**config.mk**
```make
export PLATFORM = sky130hd
export DESIGN_NAME = pattern_ctrl
export DESIGN_NICKNAME = d
export VERILOG_FILES = /design/src/rtl/pattern_pkg.sv /design/src/rtl/ramp_step_div.sv /design/src/rtl/pattern_ctrl.sv
export SDC_FILE = /design/constraint.sdc
export NUM_CORES = 1
export LEC_CHECK = 0
export CAP_MARGIN = 20
export CORE_ASPECT_RATIO = 0.8
export CORE_MARGIN = 2
export CORE_UTILIZATION = 59
export CTS_BUF_LIST = sky130_fd_sc_hd__clkbuf_8
export CTS_CLUSTER_DIAMETER = 200
export DETAILED_ROUTE_END_ITERATION = 10
export PLACE_DENSITY = 0.82
export SYNTH_ARGS = -nofsm -noshare
export SYNTH_HDL_FRONTEND = slang
export SYNTH_SLANG_ARGS = --single-unit
```
**constraint.sdc**
```tcl
create_clock -name clk_in -period 4.7 [get_ports clk_in]
set_input_delay 1.175 -clock clk_in [delete_from_list [all_inputs] [get_ports clk_in]]
set_output_delay 1.175 -clock clk_in [all_outputs]
set_load 0.03 [all_outputs]
```
**src/rtl/pattern_pkg.sv**
```systemverilog
// Shared definitions for the test-pattern configuration controller.
// Pattern codes, auto-cycle bounds and controller state encoding.
package pattern_pkg;

  localparam logic [7:0] PAT_NONE   = 8'd0;
  localparam logic [7:0] PAT_BORDER = 8'd1;
  localparam logic [7:0] PAT_MOIREX = 8'd2;
  localparam logic [7:0] PAT_MOIREY = 8'd3;
  localparam logic [7:0] PAT_RAMP   = 8'd4;

  localparam logic [7:0] PAT_FIRST_AUTO = PAT_BORDER;
  localparam logic [7:0] PAT_LAST_AUTO  = PAT_RAMP;

  typedef enum logic [1:0] {
    ST_IDLE = 2'd0,
    ST_CALC = 2'd1,
    ST_ARM  = 2'd2
  } state_e;

  // Next pattern in the auto-cycle ring; out-of-ring codes restart at the first.
  function automatic logic [7:0] next_auto(input logic [7:0] p);
    if (p >= PAT_FIRST_AUTO && p < PAT_LAST_AUTO) begin
      return p + 8'd1;
    end
    return PAT_FIRST_AUTO;
  endfunction

endpackage

```
**src/rtl/ramp_step_div.sv**
```systemverilog
// Serial restoring divider: step = floor(2^(B+F) / divisor).
// One quotient bit per cycle MSB first; saturates and flags divide-by-zero.
module ramp_step_div #(
  parameter int B               = 8,
  parameter int X_BITS          = 13,
  parameter int FRACTIONAL_BITS = 12
) (
  input  logic                          clk_in,
  input  logic                          reset,
  input  logic                          start,
  input  logic [X_BITS-1:0]             divisor,
  output logic                          done,
  output logic [B+FRACTIONAL_BITS-1:0]  step,
  output logic                          err
);

  localparam int SW = B + FRACTIONAL_BITS;
  localparam int N  = SW + 1;
  localparam int CW = $clog2(N + 1);

  logic [X_BITS-1:0] div_q, div_d;
  logic [X_BITS-1:0] rem_q, rem_d;
  logic [N-2:0]      quo_q, quo_d;
  logic [CW-1:0]     cnt_q, cnt_d;
  logic              busy_q, busy_d;
  logic              done_q, done_d;
  logic              err_q, err_d;
  logic [SW-1:0]     step_q, step_d;

  logic              num_bit;
  logic [X_BITS:0]   trial;
  logic              ge;
  logic [N-1:0]      quo_next;

  // One restoring iteration per cycle; the numerator is a lone leading one.
  always_comb begin
    div_d    = div_q;
    rem_d    = rem_q;
    quo_d    = quo_q;
    cnt_d    = cnt_q;
    busy_d   = busy_q;
    done_d   = 1'b0;
    err_d    = err_q;
    step_d   = step_q;
    num_bit  = (cnt_q == CW'(N));
    trial    = {rem_q, num_bit};
    ge       = (trial >= {1'b0, div_q});
    quo_next = {quo_q, ge};
    if (start) begin
      div_d  = divisor;
      rem_d  = '0;
      quo_d  = '0;
      cnt_d  = CW'(N);
      busy_d = 1'b1;
    end else if (busy_q) begin
      rem_d = X_BITS'(ge ? trial - {1'b0, div_q} : trial);
      quo_d = quo_next[N-2:0];
      cnt_d = cnt_q - CW'(1);
      if (cnt_q == CW'(1)) begin
        busy_d = 1'b0;
        done_d = 1'b1;
        err_d  = (div_q == '0);
        if (div_q == '0) begin
          step_d = '0;
        end else if (quo_next[N-1]) begin
          step_d = '1;
        end else begin
          step_d = quo_next[SW-1:0];
        end
      end
    end
  end

  // Divider state registers.
  always_ff @(posedge clk_in or negedge reset) begin
    if (!reset) begin
      div_q  <= '0;
      rem_q  <= '0;
      quo_q  <= '0;
      cnt_q  <= '0;
      busy_q <= 1'b0;
      done_q <= 1'b0;
      err_q  <= 1'b0;
      step_q <= '0;
    end else begin
      div_q  <= div_d;
      rem_q  <= rem_d;
      quo_q  <= quo_d;
      cnt_q  <= cnt_d;
      busy_q <= busy_d;
      done_q <= done_d;
      err_q  <= err_d;
      step_q <= step_d;
    end
  end

  assign done = done_q;
  assign step = step_q;
  assign err  = err_q;

endmodule

```
**src/rtl/pattern_ctrl.sv**
```systemverilog
// Frame-synchronous pattern configuration controller.
// Host requests are computed, then applied only at a frame boundary.
module pattern_ctrl
  import pattern_pkg::*;
#(
  parameter int B               = 8,
  parameter int X_BITS          = 13,
  parameter int FRACTIONAL_BITS = 12
) (
  input  logic                          clk_in,
  input  logic                          reset,
  input  logic                          vn_in,
  input  logic [X_BITS-1:0]             total_active_pix,
  input  logic                          cfg_valid,
  output logic                          cfg_ready,
  input  logic [7:0]                    cfg_pattern,
  input  logic                          cfg_auto,
  input  logic [7:0]                    cfg_dwell,
  output logic [7:0]                    pattern,
  output logic [B+FRACTIONAL_BITS-1:0]  ramp_step,
  output logic                          frame_start,
  output logic                          applied,
  output logic                          div_err
);

  localparam int SW = B + FRACTIONAL_BITS;

  state_e        state_q, state_d;
  logic          vn_q;
  logic          fs_q;
  logic          ready_q, ready_d;
  logic [7:0]    pat_q, pat_d;
  logic [SW-1:0] step_q, step_d;
  logic          app_q, app_d;
  logic          err_q, err_d;
  logic          auto_q, auto_d;
  logic [7:0]    dwell_q, dwell_d;
  logic [7:0]    fcnt_q, fcnt_d;
  logic [7:0]    p_pat_q, p_pat_d;
  logic          p_auto_q, p_auto_d;
  logic [7:0]    p_dwell_q, p_dwell_d;

  logic          boundary;
  logic          accept;
  logic [7:0]    dwell_lim;
  logic          dv_done;
  logic [SW-1:0] dv_step;
  logic          dv_err;

  assign boundary  = vn_in & ~vn_q;
  assign accept    = cfg_valid & ready_q;
  assign dwell_lim = (dwell_q == 8'd0) ? 8'd0 : dwell_q - 8'd1;

  ramp_step_div #(
    .B               (B),
    .X_BITS          (X_BITS),
    .FRACTIONAL_BITS (FRACTIONAL_BITS)
  ) u_div (
    .clk_in  (clk_in),
    .reset   (reset),
    .start   (accept),
    .divisor (total_active_pix),
    .done    (dv_done),
    .step    (dv_step),
    .err     (dv_err)
  );

  // Request FSM, frame-boundary apply and auto-cycle stepping.
  always_comb begin
    state_d   = state_q;
    ready_d   = ready_q;
    pat_d     = pat_q;
    step_d    = step_q;
    app_d     = 1'b0;
    err_d     = err_q;
    auto_d    = auto_q;
    dwell_d   = dwell_q;
    fcnt_d    = fcnt_q;
    p_pat_d   = p_pat_q;
    p_auto_d  = p_auto_q;
    p_dwell_d = p_dwell_q;
    unique case (state_q)
      ST_IDLE: begin
        if (accept) begin
          p_pat_d   = cfg_pattern;
          p_auto_d  = cfg_auto;
          p_dwell_d = cfg_dwell;
          ready_d   = 1'b0;
          state_d   = ST_CALC;
          if (total_active_pix != '0) begin
            err_d = 1'b0;
          end
        end else if (boundary && auto_q) begin
          if (fcnt_q >= dwell_lim) begin
            fcnt_d = 8'd0;
            pat_d  = next_auto(pat_q);
          end else begin
            fcnt_d = fcnt_q + 8'd1;
          end
        end
      end
      ST_CALC: begin
        if (dv_done) begin
          err_d   = dv_err;
          state_d = ST_ARM;
        end
      end
      ST_ARM: begin
        if (boundary) begin
          pat_d   = p_pat_q;
          step_d  = dv_step;
          app_d   = 1'b1;
          auto_d  = p_auto_q;
          dwell_d = p_dwell_q;
          fcnt_d  = 8'd0;
          ready_d = 1'b1;
          state_d = ST_IDLE;
        end
      end
      default: begin
        state_d = ST_IDLE;
        ready_d = 1'b1;
      end
    endcase
  end

  // Controller state and output registers.
  always_ff @(posedge clk_in or negedge reset) begin
    if (!reset) begin
      state_q   <= ST_IDLE;
      vn_q      <= 1'b0;
      fs_q      <= 1'b0;
      ready_q   <= 1'b1;
      pat_q     <= PAT_NONE;
      step_q    <= '0;
      app_q     <= 1'b0;
      err_q     <= 1'b0;
      auto_q    <= 1'b0;
      dwell_q   <= 8'd0;
      fcnt_q    <= 8'd0;
      p_pat_q   <= 8'd0;
      p_auto_q  <= 1'b0;
      p_dwell_q <= 8'd0;
    end else begin
      state_q   <= state_d;
      vn_q      <= vn_in;
      fs_q      <= boundary;
      ready_q   <= ready_d;
      pat_q     <= pat_d;
      step_q    <= step_d;
      app_q     <= app_d;
      err_q     <= err_d;
      auto_q    <= auto_d;
      dwell_q   <= dwell_d;
      fcnt_q    <= fcnt_d;
      p_pat_q   <= p_pat_d;
      p_auto_q  <= p_auto_d;
      p_dwell_q <= p_dwell_d;
    end
  end

  assign cfg_ready   = ready_q;
  assign pattern     = pat_q;
  assign ramp_step   = step_q;
  assign frame_start = fs_q;
  assign applied     = app_q;
  assign div_err     = err_q;

endmodule

```
==> results.md, run 1 <==
* Status: completed
* Initial Util at 61.3%
* FFs w/ async S/R, synth at 100%
* Post-synth EDFFs at 0
* CTS sink cnt at 143
* Crit. End Element: flip-flop
* Leak at 3.66 nW
* Syn avg cell area at 10.4 um2
* Antenna violations before repair at 0
* Met1 Usage GRT at 33.9%
* Mapped Nets at 710
* Final Hold Viols at 0
* First-pass GRT wire length at 24.9 mm
* Main area contributors after synthesis: dfrtp_1 (53%), mux2_2 (7.7%), ha_1 (5.2%), o21ai_0 (4.4%), nand2_1 (4.3%)
* Yosys top cell area share at 52.6%
* Total grt overflow at 0
* Fmax at 0.270 GHz
* CP max FO at 6
* Share of layout cells above drive strength 1 at 12.9%
* RSZ-0062 raised after global routing: no
* Post-Synthesis Cell Area at 6760 um2
* Busiest grt layer: met2
* Global routing usage on met3 at 5.68%
* P_sw at 0.00222 W
* Max Slew Vio Count at 0
* Clk_skew at 0.00952 ns
* Synth Instances at 647
* Htree depth at 4
* Global router's overall resource usage at 26.1%
* Switching share of power at 40.3%
* Pre-antenna DRT Iters at 4
* Synth Warn # at 0
* Top_reg_cell synth: dfrtp_1
* P per Cell Area at 692 nW/um2
* GRT met2 Usage at 42.7%
* HP Class: reg -> reg
* Register area share after synthesis at 53.0%
* CTS tree: done
* Core area at 11000 um2
* Port Buffers at 65
* Startpoint types: flip-flop
* Clk buf depth at 2
* Clk_lat worst skew at 0.45 ns
* Die height at 99.7 um
* Cts hold-fix bufs at 0
* Arr. time, crit path at 4.08 ns
* Largest net degree at the start of global routing at 116
* Number of max-cap violations at 0
* I/O pins at 66
* Sequential cell area at 3580 um2
* Dominant cell type by area after synthesis: dfrtp_1
* Worst-Margin Slew at 1.09 ns
* Setup repair bufs after CTS at 0
* Drc violations at 0
* Final min period at 3.71 ns
* Multi-input gate area at 2980 um2
* Full die area at 12300 um2
* Clk pwr share at 18.0%
* ANT cells at 0
* Setup_tns at 0 ns
* Antenna violation net count after detailed routing at 0
* Sequential share of power at 39.4%
* Pint at 0.00329 W
* WL/cell at 16.9 um
* Number of DRC markers in iteration 0 at 403
* Peak VDD IR at 0.000372 V
* Logic pwr share at 42.6%
* Hold WS at 0.476 ns
* Max-slew headroom at 27.3%
* CTS Buf Count at 17
* Post-CTS Resized at 0
* Setup-failing EPs final at 0
* Vias in the first global route at 5198
* FP Rows at 34
* #FFs+latches synth at 143
* DPL Wire Length at 9.69 mm
* Hold depth at 2
* R2r worst-path depth at 14
* CP Data Required Time at 5.08 ns
* Root Buffer: clkbuf_8
* Synth cell types at 52
* Routed WL at 14.6 mm
* Via count at 5019
* Placer Congestion at 0.942
* Nets at 771
* Critical path class: reg -> reg
* CTS clk-pin slew, worst paths at 0.08 ns
* Die width at 124 um
* Routed vias/inst at 5.80
* Crit share post-route at 78.9%
* Synth-to-layout area growth at 17.7%
* Fill cells at 778
==> logic make-up (layout without fill, tap and decap cells) <==
kind of cell	Yosys count	after routing	share of synthesized area (%)
and+or+nand+nor	207	207	13.9
DFF	143	143	53.0
AOI/OAI and AO/OA	129	129	11.6
muxes	68	68	10.9
buffers and inverters	55	129	3.13
adders and majority gates	29	29	5.48
xor gates and xnor gates	16	16	2.07
==> per-layer routing <==
layer / part of all wire (%) / wire length, um / vias to the layer above
li1: - / - / 2373
met1: 43 / 6330 / 2479
met2: 50 / 7290 / 136
met3: 4.8 / 706 / 31
met4: 2.0 / 292 / 0
met5: 0 / 0 / -
==> flip-flops by register name (all words and copies together), names as in the netlist, 2 cells and up <==
register	cells
u_div.cnt_q	5
pattern	8
p_dwell_q	8
u_div.rem_q	13
fcnt_q	8
state_q	2
u_div.quo_q	20
u_div.step	20
p_pat_q	8
ramp_step	20
dwell_q	8
u_div.div_q	13
==> power by group through the flow <==
| stage | logic (W) | registers [W] | clock network (W) |
|---|---|---|---|
| global placement | 0.00218 | 0.00214 | 0 |
| floorplan | 0.00180 | 0.00203 | 0 |
| CTS | 0.00234 | 0.00216 | 0.00101 |
| detailed placement | 0.00230 | 0.00217 | 0 |
| global route | 0.00263 | 0.00223 | 0.00107 |
| finish | 0.00235 | 0.00217 | 0.000990 |
==> layout make-up <==
type | instances | share of cell area, %
Clock buffer | 20 | 3.46
Clock inverter | 12 | 1.68
Inverter | 26 | 1.23
Multi-Input combinational cell | 449 | 37.4
Sequential cell | 143 | 45.0
Tap cell | 144 | 2.26
Timing Repair Buffer | 71 | 8.98
==> final timing paths <==
check,from,to,slack (ns)
max reg2reg,dwell_q[0]$_DFFE_PN0P_,fcnt_q[6]$_DFFE_PN0P_,0.99
min,div_err$_DFFE_PN0P_,div_err$_DFFE_PN0P_,0.48
max in group asynchronous,reset,u_div.busy_q$_DFF_PN0_,3.42
max,dwell_q[0]$_DFFE_PN0P_,fcnt_q[6]$_DFFE_PN0P_,0.99
min reg2reg,div_err$_DFFE_PN0P_,div_err$_DFFE_PN0P_,0.48
min in group asynchronous,reset,vn_q$_DFF_PN0_,0.54
==> metrics by stage <==
stage | total power, W | cells | setup WS, ns | cell area [um2] | utilization [%]
finish | 0.00551 | 865 | 0.993 | 7960 | 72.2
global placement | 0.00432 | 831 | 0.997 | 7520 | 68.2
detailed placement | 0.00446 | 831 | 0.825 | 7520 | 68.2
global route | 0.00593 | 865 | 0.773 | 7960 | 72.2
CTS | 0.00551 | 863 | 0.724 | 7930 | 71.9
floorplan | 0.00383 | 647 | 1.43 | 6760 | -
==> synth_stat cells, drive strengths merged, types with 2 or more instances <==
cell	instances
o21a	2
nand2b	9
xnor2	11
xor2	5
a211oi	4
o311ai	2
mux2i	22
or3	4
a21o	5
or4	2
nor4	8
ha	28
o31ai	2
and2	5
a21oi	24
dfrtp	142
nor3	8
a221oi	2
o211ai	2
a22o	9
nand3b	2
a31oi	9
nand3	10
mux2	46
buf	7
nand2	77
nor2	65
and3	3
nand4	3
clkbuf	22
inv	26
nor2b	7
o21ai	61
==> critical path, stage by stage, from the launching register on <==
cell	delay [ns]
dfrtp_1	0.39
inv_1	0.11
ha_1	0.17
nor2b_1	0.26
nand3b_1	0.17
or3_1	0.42
and2_1	0.20
ha_1	0.28
nand2b_1	0.15
a21o_1	0.18
a211oi_2	0.20
o21ai_1	0.13
or3_4	0.37
or4_1	0.49
nand3_1	0.10
==> cells in the final DEF, fill, tap and decap left out, drive strengths merged, types with 2 or more instances in the layout <==
| cell type | instances |
|---|---|
| clkinvlp | 4 |
| xnor2 | 11 |
| nor3 | 8 |
| nand2 | 77 |
| clkdlybuf4s50 | 64 |
| nand3b | 2 |
| mux2i | 22 |
| o21a | 2 |
| a22o | 9 |
| buf | 7 |
| mux2 | 46 |
| nand3 | 10 |
| a21o | 5 |
| clkbuf | 20 |
| o311ai | 2 |
| dfrtp | 142 |
| xor2 | 5 |
| a31oi | 9 |
| o31ai | 2 |
| or3 | 4 |
| o211ai | 2 |
| nor4 | 8 |
| a211oi | 4 |
| ha | 28 |
| and3 | 3 |
| nand4 | 3 |
| nand2b | 9 |
| and2 | 5 |
| bufinv | 2 |
| or4 | 2 |
| clkinv | 3 |
| inv | 29 |
| o21ai | 61 |
| nor2b | 7 |
| a21oi | 24 |
| a221oi | 2 |
| nor2 | 65 |
Note: power is estimated with default switching activity, not from simulation.
==> run 2: changes to the inputs <==
Settings changed: CORE_UTILIZATION 59 to 54, PLACE_DENSITY 0.82 to 0.79.
Clock period 4.7 ns to 3.4 ns, I/O delays scaled along.
==> run 2 against run 1 <==
Effect of this change: via count is 0.26% higher; sequential cell count unchanged; clock-buffer cell count is 2 lower; setup slack worse by 0.81 ns; critical path depth unchanged; clock power is 35% higher; critical endpoint is now fcnt_q[4]$_DFFE_PN0P_; wire length shrank 2.3%; die area rose by 8.9%; worst hold slack lost 0.14 ns; combinational power grew 46%; final area is 1.7% higher; power rose by 39%; largest power group unchanged.
==> results.md, run 2 (synthesis results as in run 1) <==
* Via count at 5032 (+0.26%)
* Most frequent cells in the layout: dfrtp_1 (141), nand2_1 (77), nor2_1 (64), clkdlybuf4s50_1 (64), o21ai_0 (60)
* I/O pins at 66 (unchanged)
* Setup-failing EPs final at 0 (unchanged)
* Startpoint types: flip-flop
* Core area at 12200 um2 (+11%)
* Max-slew headroom at 46.8% (+19 points)
* Nets at 782 (+1.4%)
* Antenna violations before repair at 0 (unchanged)
* Htree depth at 4 (unchanged)
* Worst-Margin Slew at 0.799 ns (-0.292 ns)
* RSZ-0062 raised after global routing: no
* Routed WL at 14.3 mm (-2.3%)
* HP Class: in -> async
* Pre-antenna DRT Iters at 5 (+1)
* Final Hold Viols at 0 (unchanged)
* First-pass GRT wire length at 24.4 mm (-1.9%)
* Drc violations at 0 (unchanged)
* Total grt overflow at 0 (unchanged)
* Hold WS at 0.340 ns (-0.136 ns)
* P per Cell Area at 947 nW/um2 (+37%)
* Peak VDD IR at 0.000480 V (+29%)
* Routed vias/inst at 5.57 (-4.0%)
* Number of DRC markers in iteration 0 at 419 (+4.0%)
* Dpl cells at 869 (+4.6%)
* Synth-to-layout area growth at 19.7%
* Global router's overall resource usage at 22.8% (-3.2 points)
* CP max-delay cell: dfrtp_1
* Arr. time, crit path at 3.59 ns (-0.49 ns)
* Fill cells at 960 (+23%)
* Share of layout cells above drive strength 1 at 15.3% (+2.4 points)
* Clk buf depth at 2 (unchanged)
* Critical path class: reg -> reg
* Placer Congestion at 0.994 (+5.5%)
* Die height at 104 um (+4.3%)
* Most frequent CP cell: or3_4
* Status: completed
* Clk_lat worst skew at 0.44 ns (about the same)
* CTS clk-pin slew, worst paths at 0.08 ns (about the same)
* CTS Buf Count at 17 (unchanged)
* FP Rows at 36 (+5.9%)
* Antenna violation net count after detailed routing at 0 (unchanged)
* Leak at 3.71 nW (+1.4%)
* Worst Path Buf+Inv at 2 (+1)
* Number of max-cap violations at 0 (unchanged)
* Layout Cells excl Fill at 903 (+4.4%)
* WL/cell at 15.8 um (-6.4%)
* CP top delay family: simple AND/OR/NAND/NOR gates
* Crit. End Element: flip-flop
* CTS tree: done
* Crit-path max cell delay at 0.40 ns (-0.09 ns)
* Die width at 129 um (+4.4%)
* Full die area at 13400 um2 (+8.9%)
* Commonest non-fill, non-tap cell in the layout: dfrtp_1
* Crit share post-route at 94.6% (+16 points)
* Clk_skew at 0.0128 ns (+0.00332 ns)
* Max Slew Vio Count at 0 (unchanged)
* CTS sink cnt at 143 (unchanged)
* Root Buffer: clkbuf_8
* Cells along the critical path: inv_2 > ha_2 > nor2b_4 > nand3b_1 > or3_4 > buf_4 > nand2_1 > ha_1 > and3_1 > a221oi_2 > o21ai_2 > or3_4 > nor2_1 > a22o_1
* Port Buffers at 65 (unchanged)
* Fmax at 0.311 GHz (+15%)
* ANT cells at 0 (unchanged)
* CP Data Required Time at 3.78 ns (-1.30 ns)
* Largest net degree at the start of global routing at 57 (-51%)
* CP max FO at 5 (-1)
* DPL Wire Length at 9.93 mm (+2.5%)
* Initial Util at 55.4% (-6.0 points)
* Setup_tns at 0 ns (unchanged)
* Final min period at 3.22 ns (-0.489 ns)
* Vias in the first global route at 5068 (-2.5%)
run 2: final timing paths:
kind | from | to | slack (ns) | depth (start not counted)
max in group asynchronous | reset | pattern[0]$_DFFE_PN0P_ | 2.21 | 2
worst min-delay path | reset | fcnt_q[5]$_DFFE_PN0P_ | 0.34 | 1
worst max register to register | dwell_q[1]$_DFFE_PN0P_ | fcnt_q[4]$_DFFE_PN0P_ | 0.18 | 14
min in group clk_in | div_err$_DFFE_PN0P_ | div_err$_DFFE_PN0P_ | 0.48 | 2
worst min register to register | div_err$_DFFE_PN0P_ | div_err$_DFFE_PN0P_ | 0.48 | 2
worst max-delay path | dwell_q[1]$_DFFE_PN0P_ | fcnt_q[4]$_DFFE_PN0P_ | 0.18 | 14
run 2: metrics by stage:
stage          utilization (%)  setup WS [ns]  area [um2]  power, W
2_1_floorplan                -          0.134        6760   0.00530
3_3_place_gp              62.7          0.192        7660   0.00605
3_5_place_dp              62.7         0.0356        7660   0.00623
4_1_cts                   66.0         0.0285        8050   0.00760
5_1_grt                   66.3         0.0293        8090   0.00828
6_report                  66.3          0.183        8090   0.00766
run 2: final cells by class:
class	count	area (um2)	share of cell area (%)
clock buffers	18	248	3.06
clock inverters	14	148	1.82
inverters	26	97.6	1.21
multi-input cells	449	3000	37.1
flip-flops and latches	143	3580	44.3
well taps	171	214	2.64
repair buffers	82	805	9.94
run 2: routing by layer:
metal,global-route usage (%),wire (um)
met1,32.2,6810
met2,35.3,6590
met3,4.58,643
met4,8.07,241
met5,0,0
run 2: power by group:
part           internal (W)  switching [W]
Combinational       0.00158        0.00184
Sequential          0.00236       0.000540
Clock              0.000624       0.000713
run 2: worst reg2reg max path, stage by stage, from the launching register on:
cell,delay (ns)
dfrtp_1,0.40
inv_2,0.07
ha_2,0.19
nor2b_4,0.14
nand3b_1,0.12
or3_4,0.35
buf_4,0.16
nand2_1,0.07
ha_1,0.22
and3_1,0.21
a221oi_2,0.29
o21ai_2,0.11
or3_4,0.35
nor2_1,0.28
a22o_1,0.20
run 2: repair_timing:
action,4_1_cts,5_1_grt
setup endpoints to repair,0,6
hold buffers,0,0
resized for setup,0,8
setup buffers,0,2
